`src/rtl/rv32_pkg.sv`:
```
// Shared constants for the integer register file: default width, the zero
// register index and the clear-sequencer state encoding.
package rv32_pkg;
  localparam int XLEN_DEF   = 32;
  localparam int REG_ADDR_W = 5;
  localparam int REG_ZERO   = 0;

  localparam logic ST_CLEAR = 1'b0;
  localparam logic ST_READY = 1'b1;
endpackage

```
`src/rtl/regfile_rdport.sv`:
```
// One combinational read port: stored value, overridden by same-cycle write
// data (highest-index writer wins), forced to zero for x0 or while disabled.
module regfile_rdport import rv32_pkg::*; #(
  parameter int XLEN  = XLEN_DEF,
  parameter int NREGS = 32,
  parameter int NWR   = 1,
  parameter int AW    = $clog2(NREGS)
) (
  input  logic                        en_i,
  input  logic [AW-1:0]               raddr_i,
  input  logic [NWR-1:0]              we_i,
  input  logic [NWR*AW-1:0]           waddr_i,
  input  logic [NWR*XLEN-1:0]         wdata_i,
  input  logic [NREGS-1:0][XLEN-1:0]  regs_i,
  output logic [XLEN-1:0]             rdata_o
);

  // we_i arrives already masked when forwarding is off or the file is clearing.
  always_comb begin
    rdata_o = regs_i[raddr_i];
    for (int p = 0; p < NWR; p++) begin
      if (we_i[p] && (waddr_i[p*AW +: AW] == raddr_i))
        rdata_o = wdata_i[p*XLEN +: XLEN];
    end
    if (!en_i || (raddr_i == AW'(REG_ZERO)))
      rdata_o = '0;
  end

endmodule

```
`src/rtl/regfile_mp.sv`:
```
// Multi-port integer register file with optional write-to-read forwarding and
// a post-reset clear sequencer that zeroes every register before use.
module regfile_mp import rv32_pkg::*; #(
  parameter int XLEN   = XLEN_DEF,
  parameter int NREGS  = 32,
  parameter int NRD    = 2,
  parameter int NWR    = 1,
  parameter int BYPASS = 1,
  parameter int AW     = $clog2(NREGS)
) (
  input  logic                 clk,
  input  logic                 rst,
  input  logic [NWR-1:0]       we,
  input  logic [NWR*AW-1:0]    waddr,
  input  logic [NWR*XLEN-1:0]  wdata,
  input  logic [NRD*AW-1:0]    raddr,
  output logic [NRD*XLEN-1:0]  rdata,
  output logic                 init_busy
);

  logic                       state_q;
  logic [AW-1:0]              clr_cnt_q, clr_cnt_d;
  logic [XLEN-1:0]            regs_q [1:NREGS-1];
  logic [NREGS-1:0][XLEN-1:0] regs_flat;
  logic                       wr_en;
  logic [NWR-1:0]             byp_we;

  assign wr_en     = (state_q == ST_READY) && !rst;
  assign init_busy = (state_q == ST_CLEAR) || rst;
  assign byp_we    = ((BYPASS != 0) && wr_en) ? we : '0;
  assign clr_cnt_d = clr_cnt_q + AW'(1);

  always_ff @(posedge clk) begin
    if (rst) begin
      state_q   <= ST_CLEAR;
      clr_cnt_q <= AW'(1);
    end else if (state_q == ST_CLEAR) begin
      clr_cnt_q <= clr_cnt_d;
      if (clr_cnt_q == AW'(NREGS-1))
        state_q <= ST_READY;
    end
  end

  // Ascending port loop: the last non-blocking write, i.e. the highest port, wins.
  always_ff @(posedge clk) begin
    if (!rst && (state_q == ST_CLEAR)) begin
      if (clr_cnt_q != AW'(REG_ZERO))
        regs_q[clr_cnt_q] <= '0;
    end else if (wr_en) begin
      for (int p = 0; p < NWR; p++) begin
        if (we[p] && (waddr[p*AW +: AW] != AW'(REG_ZERO)))
          regs_q[waddr[p*AW +: AW]] <= wdata[p*XLEN +: XLEN];
      end
    end
  end

  always_comb begin
    regs_flat[0] = '0;
    for (int r = 1; r < NREGS; r++)
      regs_flat[r] = regs_q[r];
  end

  for (genvar j = 0; j < NRD; j++) begin : g_rd
    regfile_rdport #(
      .XLEN (XLEN),
      .NREGS(NREGS),
      .NWR  (NWR),
      .AW   (AW)
    ) u_rd (
      .en_i   (!init_busy),
      .raddr_i(raddr[j*AW +: AW]),
      .we_i   (byp_we),
      .waddr_i(waddr),
      .wdata_i(wdata),
      .regs_i (regs_flat),
      .rdata_o(rdata[j*XLEN +: XLEN])
    );
  end

endmodule

```
`config.mk`:
```
export PLATFORM = sky130hd
export DESIGN_NAME = regfile_mp
export DESIGN_NICKNAME = d
export VERILOG_FILES = /design/src/rtl/rv32_pkg.sv /design/src/rtl/regfile_rdport.sv /design/src/rtl/regfile_mp.sv
export SDC_FILE = /design/constraint.sdc
export NUM_CORES = 1
export LEC_CHECK = 0
export CAP_MARGIN = 20
export CORE_MARGIN = 5
export CORE_UTILIZATION = 60
export DETAILED_ROUTE_END_ITERATION = 7
export PLACE_DENSITY = 0.78
export SLEW_MARGIN = 0
export SYNTH_ARGS = -nofsm -noshare
export SYNTH_HDL_FRONTEND = slang
export SYNTH_SLANG_ARGS = --single-unit
export TNS_END_PERCENT = 10
```
`constraint.sdc`:
```
create_clock -name clk -period 9.22 [get_ports clk]
set_input_delay 1.844 -clock clk [delete_from_list [all_inputs] [get_ports clk]]
set_output_delay 1.844 -clock clk [all_outputs]
set_load 0.05 [all_outputs]
```
Word-level counts from Yosys, hierarchy flattened
Memories as Yosys holds them, arrays and structs flattened.
Cells that the tools add are included.
- memories: 1
- bits in writable memories: 992
- flip-flop bits (word level): 6
- output and inout bits: 65
- add/subtract/negate cells: 1
- reductions and logical operators: 14
- equal/unequal tests: 3
- order comparisons: 2
- bitwise operators: 1
- muxes and demuxes: 21
- memory list (name ; words ; bits a word ; read ports ; clocked after Yosys merged registers in ; write ports ; RTL line ; RTL):
    regs_q ; 31 ; 32 ; 31 ; 0 ; 1 ; regfile_mp.sv:23 ; logic [XLEN-1:0] regs_q [1:NREGS-1];
- operators by type and width (cell ; count):
    $bmux W32 S5 ; 2
    $mux W32 ; 7
    $reduce_or A32 Y1 ; 1
    $lt A5 B6 Y1 const B ; 2
    $mux W1 ; 11
    $eq A5 B5 Y1 ; 2
    $logic_not A5 Y1 ; 2
    $reduce_bool A5 Y1 ; 2
    $add A5 B1 Y5 const B ; 1
    $eq A5 B5 Y1 const B ; 1
    $logic_and A1 B1 Y1 ; 5
    $mux W5 ; 1
    $logic_or A1 B1 Y1 ; 3
    $logic_not A1 Y1 ; 1
    $not A1 Y1 ; 1

Logic depth before layout (Yosys ltp)
Gate-level depths: netlist of run 1.
- depth in word-level cells: 8
- depth in mapped cells: 10
- gate-level depth less buffers: 7

Cells and area by module
From an unflattened synthesis of run 1, not the netlist that was laid out.
- cells, all modules: 2374
- area, all modules: 47136.5 µm²
- by module, submodules not included (module ; instances ; area each (µm²) ; seq. area each (µm²) ; cells each):
    regfile_mp ; 1 ; 30805.8 ; 29908.7 ; 1138
    regfile_rdport ; 2 ; 8165.3 ; 0.0 ; 618

Least setup slack after synthesis of run 1
Ideal clock, no wire load.
- path kind: in2out
- start: input port raddr[6]
- end: output port rdata[61]
- cell stages on the path: 7
- setup slack: 2866 ps
- path buffers: 4
- arrival: 4510 ps
- path through: buf_4 > buf_4 > buf_6 > buf_2 > mux4_2 > o22ai_1 > o41ai_1
- longest elaborated chain between the ends: 4
- elaborated cells between the ends (all ways): 8
- RTL lines (item ; RTL line ; RTL):
    start, declared ; regfile_mp.sv:16 ; input logic [NRD*AW-1:0] raddr,
    $bmux W32 S5 or $eq A5 B5 Y1 (tied branches) ; regfile_rdport.sv:20, regfile_rdport.sv:22 ;
    $mux W32 (implied by the code) or $logic_and A1 B1 Y1 (tied branches) ; regfile_rdport.sv:20, regfile_rdport.sv:22 ;
    $mux W32 ; regfile_rdport.sv:22 ; if (we_i[p] && (waddr_i[p*AW +: AW] == raddr_i))
    $mux W32 * ; regfile_rdport.sv:25 ; if (!en_i || (raddr_i == AW'(REG_ZERO)))
    end, declared ; regfile_mp.sv:17 ; output logic [NRD*XLEN-1:0] rdata,
Every way passes the cells marked *; elsewhere a longest branch is shown, timed or not. The select of a mux whose other input is x is not followed.

Worst setup path in the final report of run 1
- start: input port raddr[4]
- end: output port rdata[2]
Same word-level chain as after synthesis.

==> impl_metrics.ini, run 1 <==
[status]
status = finished, final reports clean

[yosys]
synth_nets = 2614
synth_top_cell_by_area = edfxtp_1
ys_seq_area_share_pct = 62.77
syn-cell-area_mm2 = 0.04765
synth_seq_cells = 998
synth_area_per_cell_um2 = 18.61
async_reset_ff_share_pct = 0
synth_cell_types = 75
synth_flop_cell = edfxtp_1
syn_inst = 2561
yosys_warnings = 0
synthTopCellsByArea = edfxtp_1 63%, mux4_2 20%, mux2i_1 2.2%, mux2_2 2.0%, buf_6 0.92%
synth_edf_count = 992
yosys.area.top_type_share_pct = 62.52

[routing]
vias = 29580
wire_per_inst_um = 38.45
viasPerCell = 7.835
first_iter_violations = 4746
firstDrtPassIters = 8
ant_nets = 0
drcViolationCount = 0
wl_um = 145100

[floorplan]
dieWidth_um = 291.8
io_pins = 115
die_h_um = 291.8
core_area_mm2 = 0.07887
core.rowCount = 103
start_util_pct = 60.41
dieArea_mm2 = 0.08515

[cts]
htreeDepth = 3
post_cts_buffers = 0
cts_resized = 0
clock_latency_ns = 0.67
path_clk_slew_ns = 0.07
clock-root-buffer = clkbuf_16
cts_buffer_depth = 3
ctsHoldBuffers = 0
cts_tree = done
cts.sinks = 998
numCtsBuffers = 99

[grt]
busiest_layer = met2
grt_first_pass_wirelength_um = 209000
antenna_found_initial = 2
grt.total_usage_pct = 33.77
grt_pass1_vias = 29860
grt_start_max_net_pins = 95
met2_usage_pct = 51.81
grtUsageMet1_pct = 45.26
gr-usage-met3_pct = 10.46
overflow = 0

[timing]
maxSlewHeadroom_pct = 7.880
max_freq_ghz = 0.1268
setup_violations = 0
period_minus_slack_ns = 7.884
finalMaxSlewViolations = 0
tightest_slew_ns = 1.382
hold_viol = 0
skew_ns = 0.02252
fin_ws_ns = 1.336
setup_tns_ns = 0
post-route-period-util_pct = 85.51
rsz0062_at_grt = false

[placed_design]
place_congestion = 0.8725
dp_slack_ns = 1.634
dp_hpwl_um = 83820
port-buffer-count = 114

[pwr]
swShare_pct = 22.23
switching_power_w = 0.002137
cell_internal_pwr_w = 0.007474
vdd_drop_max_uv = 143.3
p_per_area_mw_per_mm2 = 181.6
pwr-share-clk_pct = 41.4
power_w = 0.009610
power_frac_seq_pct = 51.8
combPwrFrac_pct = 6.8
leakage_nw = 15.03

[flow_run]
drv_cap = 0

[setup_path]
worst_ep_arrival_time_ns = 6.04
path_max_fanout = 32
start_kind = primary input
worstSetupEndpointType = output port
worstPathRequired_ns = 7.38
reg2reg_slack_ns = 5.07
worstSetupPathType = primary input to output port

[min_path]
worstHoldPathType = register to register

[layout]
register_area_mm2 = 0.02991
multiInputGateArea_mm2 = 0.01654
drive_above_1_share_pct = 29.56
nFillCells = 4948
area_growth_pct = 11.04
final_nets = 2697
==> path summary, 6_finish.rpt <==
path | end | from | depth (start not counted)
setup / recovery | rdata[2] | raddr[4] | 8
hold / removal | clr_cnt_q[1] | clr_cnt_q[1] | 2
setup reg to reg | regs_q[14][20] | state_q | 6
hold reg to reg | clr_cnt_q[1] | clr_cnt_q[1] | 2
==> synth_stat cells, drive strengths merged (20+ instances only) <==
cell and instances:
a211oi 20, a21oi 45, a221oi 42, a22oi 45, and2 34, buf 166
clkbuf 51, edfxtp 992, mux2 83, mux2i 103, mux4 429, nand2 56
nor2 86, nor2b 24, nor3 44, o21ai 31, o22ai 54
==> registers in the layout, summed over array words and instances (netlist names) <==
| register | count |
|---|---|
| regs_q | 992 |
| clr_cnt_q | 5 |
| state_q | 1 |
==> area by class of cell <==
type,count,area share (%)
Sequential cell,998,56.53
Multi-Input combinational cell,1327,31.26
Clock buffer,119,4.905
Timing Repair Buffer,199,3.642
Tap cell,1050,2.483
Clock inverter,61,1.036
Inverter,19,0.1348
Antenna cell,2,0.009460
==> layer usage <==
metal	wire length (um)	part of all wire [%]
met1	47150	32
met2	66130	46
met3	23030	16
met4	8813	6.1
met5	20	0.014
==> critical path, cell delays in order <==
cell and delay, ns:
buf_2 0.80, buf_4 0.57, and3b_1 0.81, buf_4 0.44, a22oi_1 0.13, o211ai_1 0.19
o221a_1 0.35, clkdlybuf4s50_1 0.87
==> cell usage in the layout, fill, tap and decap left out, drive strengths merged, types with 11 or more instances in the layout <==
| cell | instances |
|---|---|
| edfxtp | 992 |
| mux4 | 429 |
| clkbuf | 120 |
| clkdlybuf4s50 | 105 |
| mux2i | 103 |
| buf | 93 |
| nor2 | 86 |
| mux2 | 83 |
| nand2 | 56 |
| o22ai | 54 |
| a21oi | 45 |
| a22oi | 45 |
| nor3 | 44 |
| clkinv | 44 |
| a221oi | 42 |
| and2 | 34 |
| o21ai | 31 |
| nor2b | 24 |
| inv | 24 |
| a211oi | 20 |
| nand3 | 17 |
| o221ai | 17 |
| a22o | 16 |
| a2111oi | 15 |
| nand2b | 15 |
| o211ai | 13 |
| a31oi | 13 |
| nor4 | 11 |
| o221a | 11 |
| o32a | 11 |
==> logic make-up after synthesis <==
kind of cell | Yosys count | synth area share (%)
simple gates | 309 | 3.261
flops | 998 | 62.77
mux | 615 | 24.41
compound gates | 387 | 6.237
buf+inv | 236 | 3.004
fa+ha+maj | 3 | 0.07879
xor+xnor | 13 | 0.2390
==> stage by stage <==
| stage | hold WS (ns) | instance area (um^2) | util [%] | instances |
|---|---|---|---|---|
| finish | 0.6072 | 52910 | 67.08 | 3775 |
| global route | 0.6256 | 52900 | 67.07 | 3773 |
| CTS | 0.6062 | 52880 | 67.04 | 3772 |
| detailed placement | 0.5947 | 49730 | 63.06 | 3592 |
| global placement | 0.5817 | 49700 | 63.01 | 3589 |
| floorplan | 0.5296 | 47650 | - | 2561 |
==> power by group through the flow <==
stage	sequential (W)	clock, W	combinational (W)
2_1_floorplan	0.00507	0	0.000448
3_3_place_gp	0.00507	0	0.000629
3_5_place_dp	0.00507	0	0.000636
4_1_cts	0.00498	0.00398	0.000640
5_1_grt	0.00498	0.00418	0.000675
6_report	0.00498	0.00398	0.000656
Power figures use the tool's default switching activity.
==> run 2, diff against run 1 <==
--- a/config.mk
+++ b/config.mk
@@ -7,9 +7,9 @@
 export LEC_CHECK = 0
 export CAP_MARGIN = 20
 export CORE_MARGIN = 5
-export CORE_UTILIZATION = 60
+export CORE_UTILIZATION = 55
 export DETAILED_ROUTE_END_ITERATION = 7
-export PLACE_DENSITY = 0.78
+export PLACE_DENSITY = 0.72
 export SLEW_MARGIN = 0
 export SYNTH_ARGS = -nofsm -noshare
 export SYNTH_HDL_FRONTEND = slang
==> impl_metrics.ini, run 2 (same netlist as run 1, synthesis figures left out) <==
[layout]
drive_above_1_share_pct = 30.33
final_common_cell = edfxtp_1
final_util_pct = 61.69
area_growth_pct = 11.79
top_register = regs_q
final_nets = 2708
largest_reg_flops = 992
stdcell_count = 3898
design_area_mm2 = 0.05326
layout.cells.most_common_list = 992 x edfxtp_1, 428 x mux4_2, 105 x clkdlybuf4s50_1, 103 x mux2i_1, 100 x clkbuf_16
nFillCells = 5970
reg.largest.list = regs_q: 992 flops, clr_cnt_q: 5 flops, state_q: 1 flops

[routing]
viasPerCell = 7.609
wl_met3_um = 21360
drcViolationCount = 0
wl_um = 151700
vias = 29660
firstDrtPassIters = 6
first_iter_violations = 4784
wl_met1_um = 51490
ant_nets = 0
wire_per_inst_um = 38.93
topRoutingLayerUsed = met4
route.met2.wl_um = 69580

[timing]
finalMaxSlewViolations = 0
fin_hold_ws_ns = 0.6109
skew_ns = 0.02343
max_freq_ghz = 0.1289
hold_viol = 0
setup_tns_ns = 0
period_minus_slack_ns = 7.757
tightest_slew_ns = 1.257
setup_violations = 0
rsz0062_at_grt = false
maxSlewHeadroom_pct = 16.03
post-route-period-util_pct = 84.14

[setup_path]
worstPathRequired_ns = 7.38
worst_ep_arrival_time_ns = 5.91
worstSetupEndpointType = output port
path_max_fanout = 11
worstSetupPathType = primary input to output port
reg2reg_slack_ns = 5.35
start_kind = primary input

[floorplan]
core_area_mm2 = 0.08635
io_pins = 115
die_h_um = 304.3
dieWidth_um = 304.3
core.rowCount = 108
dieArea_mm2 = 0.09262
start_util_pct = 55.18

[grt]
overflow = 0
grt_pass1_vias = 29640
grt.total_usage_pct = 32.30
antenna_found_initial = 2
grt_start_max_net_pins = 98
grt_first_pass_wirelength_um = 216200

[placed_design]
dp_hpwl_um = 87320
placed_cell_area_mm2 = 0.04994
port-buffer-count = 114
place_congestion = 0.8851
dpl.cell_count = 3704

[cts]
numCtsBuffers = 99
cts.sinks = 998
cts_resized = 0
cts_tree = done
cts_buffer_depth = 3
htreeDepth = 3
ctsHoldBuffers = 0
post_cts_buffers = 0
path_clk_slew_ns = 0.06
clock-root-buffer = clkbuf_16
clock_latency_ns = 0.66

[pwr]
leakage_nw = 15.14
p_per_area_mw_per_mm2 = 182.1
vdd_drop_max_uv = 145.3

[min_path]
worstHoldPathType = register to register

[flow_run]
drv_cap = 0

[status]
status = finished, final reports clean
[run 2: cell types whose count changed in the layout (fill, tap and decap cells not counted), sizes merged]
| cell | before | now |
|---|---|---|
| clkbuf | 120 | 118 |
| clkinvlp | 3 | 6 |
| diode | 2 | 3 |
| buf | 93 | 105 |
| bufinv | 9 | 11 |
| clkinv | 44 | 46 |
[run 2: layout make-up]
type / instances / area, um^2 / area share, %
diodes: 3 / 7.507 / 0.01409
clock buffers: 118 / 2570 / 4.825
clock inverters: 68 / 648.1 / 1.217
inverters: 19 / 71.32 / 0.1339
multi-input cells: 1327 / 16550 / 31.08
flip-flops and latches: 998 / 29910 / 56.15
well taps: 1155 / 1445 / 2.713
repair buffers: 210 / 2059 / 3.866
[run 2: worst paths after layout]
path,start,depth (start not counted),to
hold / removal,clr_cnt_q[0],2,clr_cnt_q[0]
setup / recovery,raddr[3],7,rdata[0]
setup reg to reg,clr_cnt_q[1],8,regs_q[11][4]
hold reg to reg,clr_cnt_q[0],2,clr_cnt_q[0]
[run 2: stage by stage]
step           power (W)  setup WS, ns
6_report        0.009700         1.463
5_1_grt         0.009936         1.594
4_1_cts         0.009696         1.711
3_5_place_dp    0.005729         1.747
3_3_place_gp    0.005720         1.570
2_1_floorplan   0.005515         2.866
[run 2: worst max-delay path: stages]
cell             delay (ns)
clkdlybuf4s50_1        0.86
inv_1                  0.54
and2_1                 0.34
nor2_2                 0.75
buf_4                  0.38
o221a_1                0.32
clkdlybuf4s50_1        0.85
[run 2: per-layer routing]
metal | vias to the layer above | GRT usage, %
li1 | 11190 | -
met1 | 15330 | 43.60
met2 | 2596 | 49.85
met3 | 545 | 8.504
met4 | 0 | 15.48
met5 | - | 0
[run 2: report_power, final]
group          total [W]  switching [W]  leakage, nW  internal (W)
combinational   0.000675       0.000411         5.65      0.000265
clock            0.00405        0.00174         1.57       0.00230
sequential       0.00498      0.0000202         7.92       0.00496
==> variant, RTL diff (config.mk and constraints of run 2) <==
Register the output `rdata`, with the module's reset; this adds one clock of latency there. The other outputs are not delayed to match.
--- a/src/rtl/regfile_mp.sv
+++ b/src/rtl/regfile_mp.sv
@@ -18,4 +18,6 @@
   output logic                 init_busy
 );
+
+  logic [NRD*XLEN-1:0] rdata_d;
 
   logic                       state_q;
@@ -74,6 +76,14 @@
       .wdata_i(wdata),
       .regs_i (regs_flat),
-      .rdata_o(rdata[j*XLEN +: XLEN])
+      .rdata_o(rdata_d[j*XLEN +: XLEN])
     );
+  end
+
+  always_ff @(posedge clk) begin
+    if (rst) begin
+      rdata <= '0;
+    end else begin
+      rdata <= rdata_d;
+    end
   end
 
Behaviour: same outputs for any inputs over 4 cycles, from zero or initial values and one cycle with rst high; that may be too few to reach the edited logic, so the function may still have changed.
==> variant against run 2 <==
  * Power increased by 4.2%
  * Cell area up 2.5%
  * Non-clock buffer count unchanged
  * Sequential power rose by 5.4%
  * Sequential share of layout area rose by 0.99 points
  * Sequential cell count rose by 64
  * Cell count increased by 3.6%
  * First-iteration DRC count shrank 4.3%
  * Clock skew is 1.7 ps higher
  * Area after synthesis up 2.4%
  * Routed wire length is 0.33% higher
  * Combinational power down 2%
  * Setup slack improved by 2200 ps
  * Critical path type unchanged
  * Critical endpoint is now init_busy
  * Largest power group unchanged
==> variant: results <==
run_status:
  status: "completed"
synth:
  syn_nets: 2736
  syn_avg_cell_area_um2: 18.19
  ys_seq_area_share_pct: 63.92
  synth_area_leaders: "edfxtp_1 61%, mux4_2 19%, dfxtp_1 2.9%"
power_and_ir_drop:
  power_density_nw_per_um2: 185.2
  irDropWorstVdd_mv: 0.1776
  switchingPower_w: 0.002292
placement:
  dp_slack_ps: 3155
  dp.cells: 3829
  dp_hpwl_mm: 89.78
  dpl_cell_area_um2: 51020
grt:
  antenna_found_initial: 5
  grt_pass1_wl_mm: 216.8
clock_network:
  numCtsBuffers: 106
  worstSkewPairLatency_ps: 690
finish:
  clkCellAreaFrac_pct: 6.111
  layoutNonFillerInstCount: 4037
  area_delta_synth_final_pct: 11.87
  num-nonclk-inverters: 9
  final_nets: 2835
  layout-drive-gt1-share_pct: 28.22
  diodes: 2
worst_setup_path:
  r2r_slack_ps: 5090
  rr_worst_depth: 5
route:
  vias: 30100
sta:
  finalCritPeriodShare_pct: 59.98
[variant: cell types whose count changed after synthesis, sizes merged, moves of 15 or more]
cell,delta
dfxtp,+64
nor2,+38
clkbuf,+24
buf,-23
o21ai,+38
mux2i,-40
nand2,+34
a31oi,+15
a211oi,-20
[variant: logic make-up after synthesis]
logic type | Yosys count | synth area share [%]
simple gates | 390 | 3.867
fa+ha+maj | 3 | 0.07693
compound gates | 406 | 5.908
flops | 1062 | 63.92
buf+inv | 228 | 2.777
xor+xnor | 13 | 0.2333
mux | 581 | 23.22
[variant: layer usage]
layer	up-vias	part of all wire (%)	GRT usage (%)
met5	-	0.012	0
met4	4	4.9	12.47
met3	471	15	10.49
met2	2554	45	47.76
met1	15520	35	44.29
li1	11550	-	-
[variant: power by group through the flow]
stage / Combinational, W / Clock (W) / Sequential [W]
6_report: 0.000663 / 0.00419 / 0.00525
5_1_grt: 0.000685 / 0.00442 / 0.00525
3_3_place_gp: 0.000635 / 0 / 0.00535
3_5_place_dp: 0.000643 / 0 / 0.00536
4_1_cts: 0.000646 / 0.00421 / 0.00525
2_1_floorplan: 0.000446 / 0 / 0.00535
[variant: critical path: stages]
cell and delay (ps):
clkdlybuf4s50_1 640, nor2b_1 130, inv_1 220, clkdlybuf4s50_1 850
[variant: path summary, 6_finish.rpt]
kind	to	from
max	init_busy	rst
min	clr_cnt_q[0]$_SDFFE_PP1N_	clr_cnt_q[0]$_SDFFE_PP1N_
max reg2reg	regs_q[20][7]$_DFFE_PP_	state_q$_SDFF_PP0_
min reg2reg	clr_cnt_q[0]$_SDFFE_PP1N_	clr_cnt_q[0]$_SDFFE_PP1N_
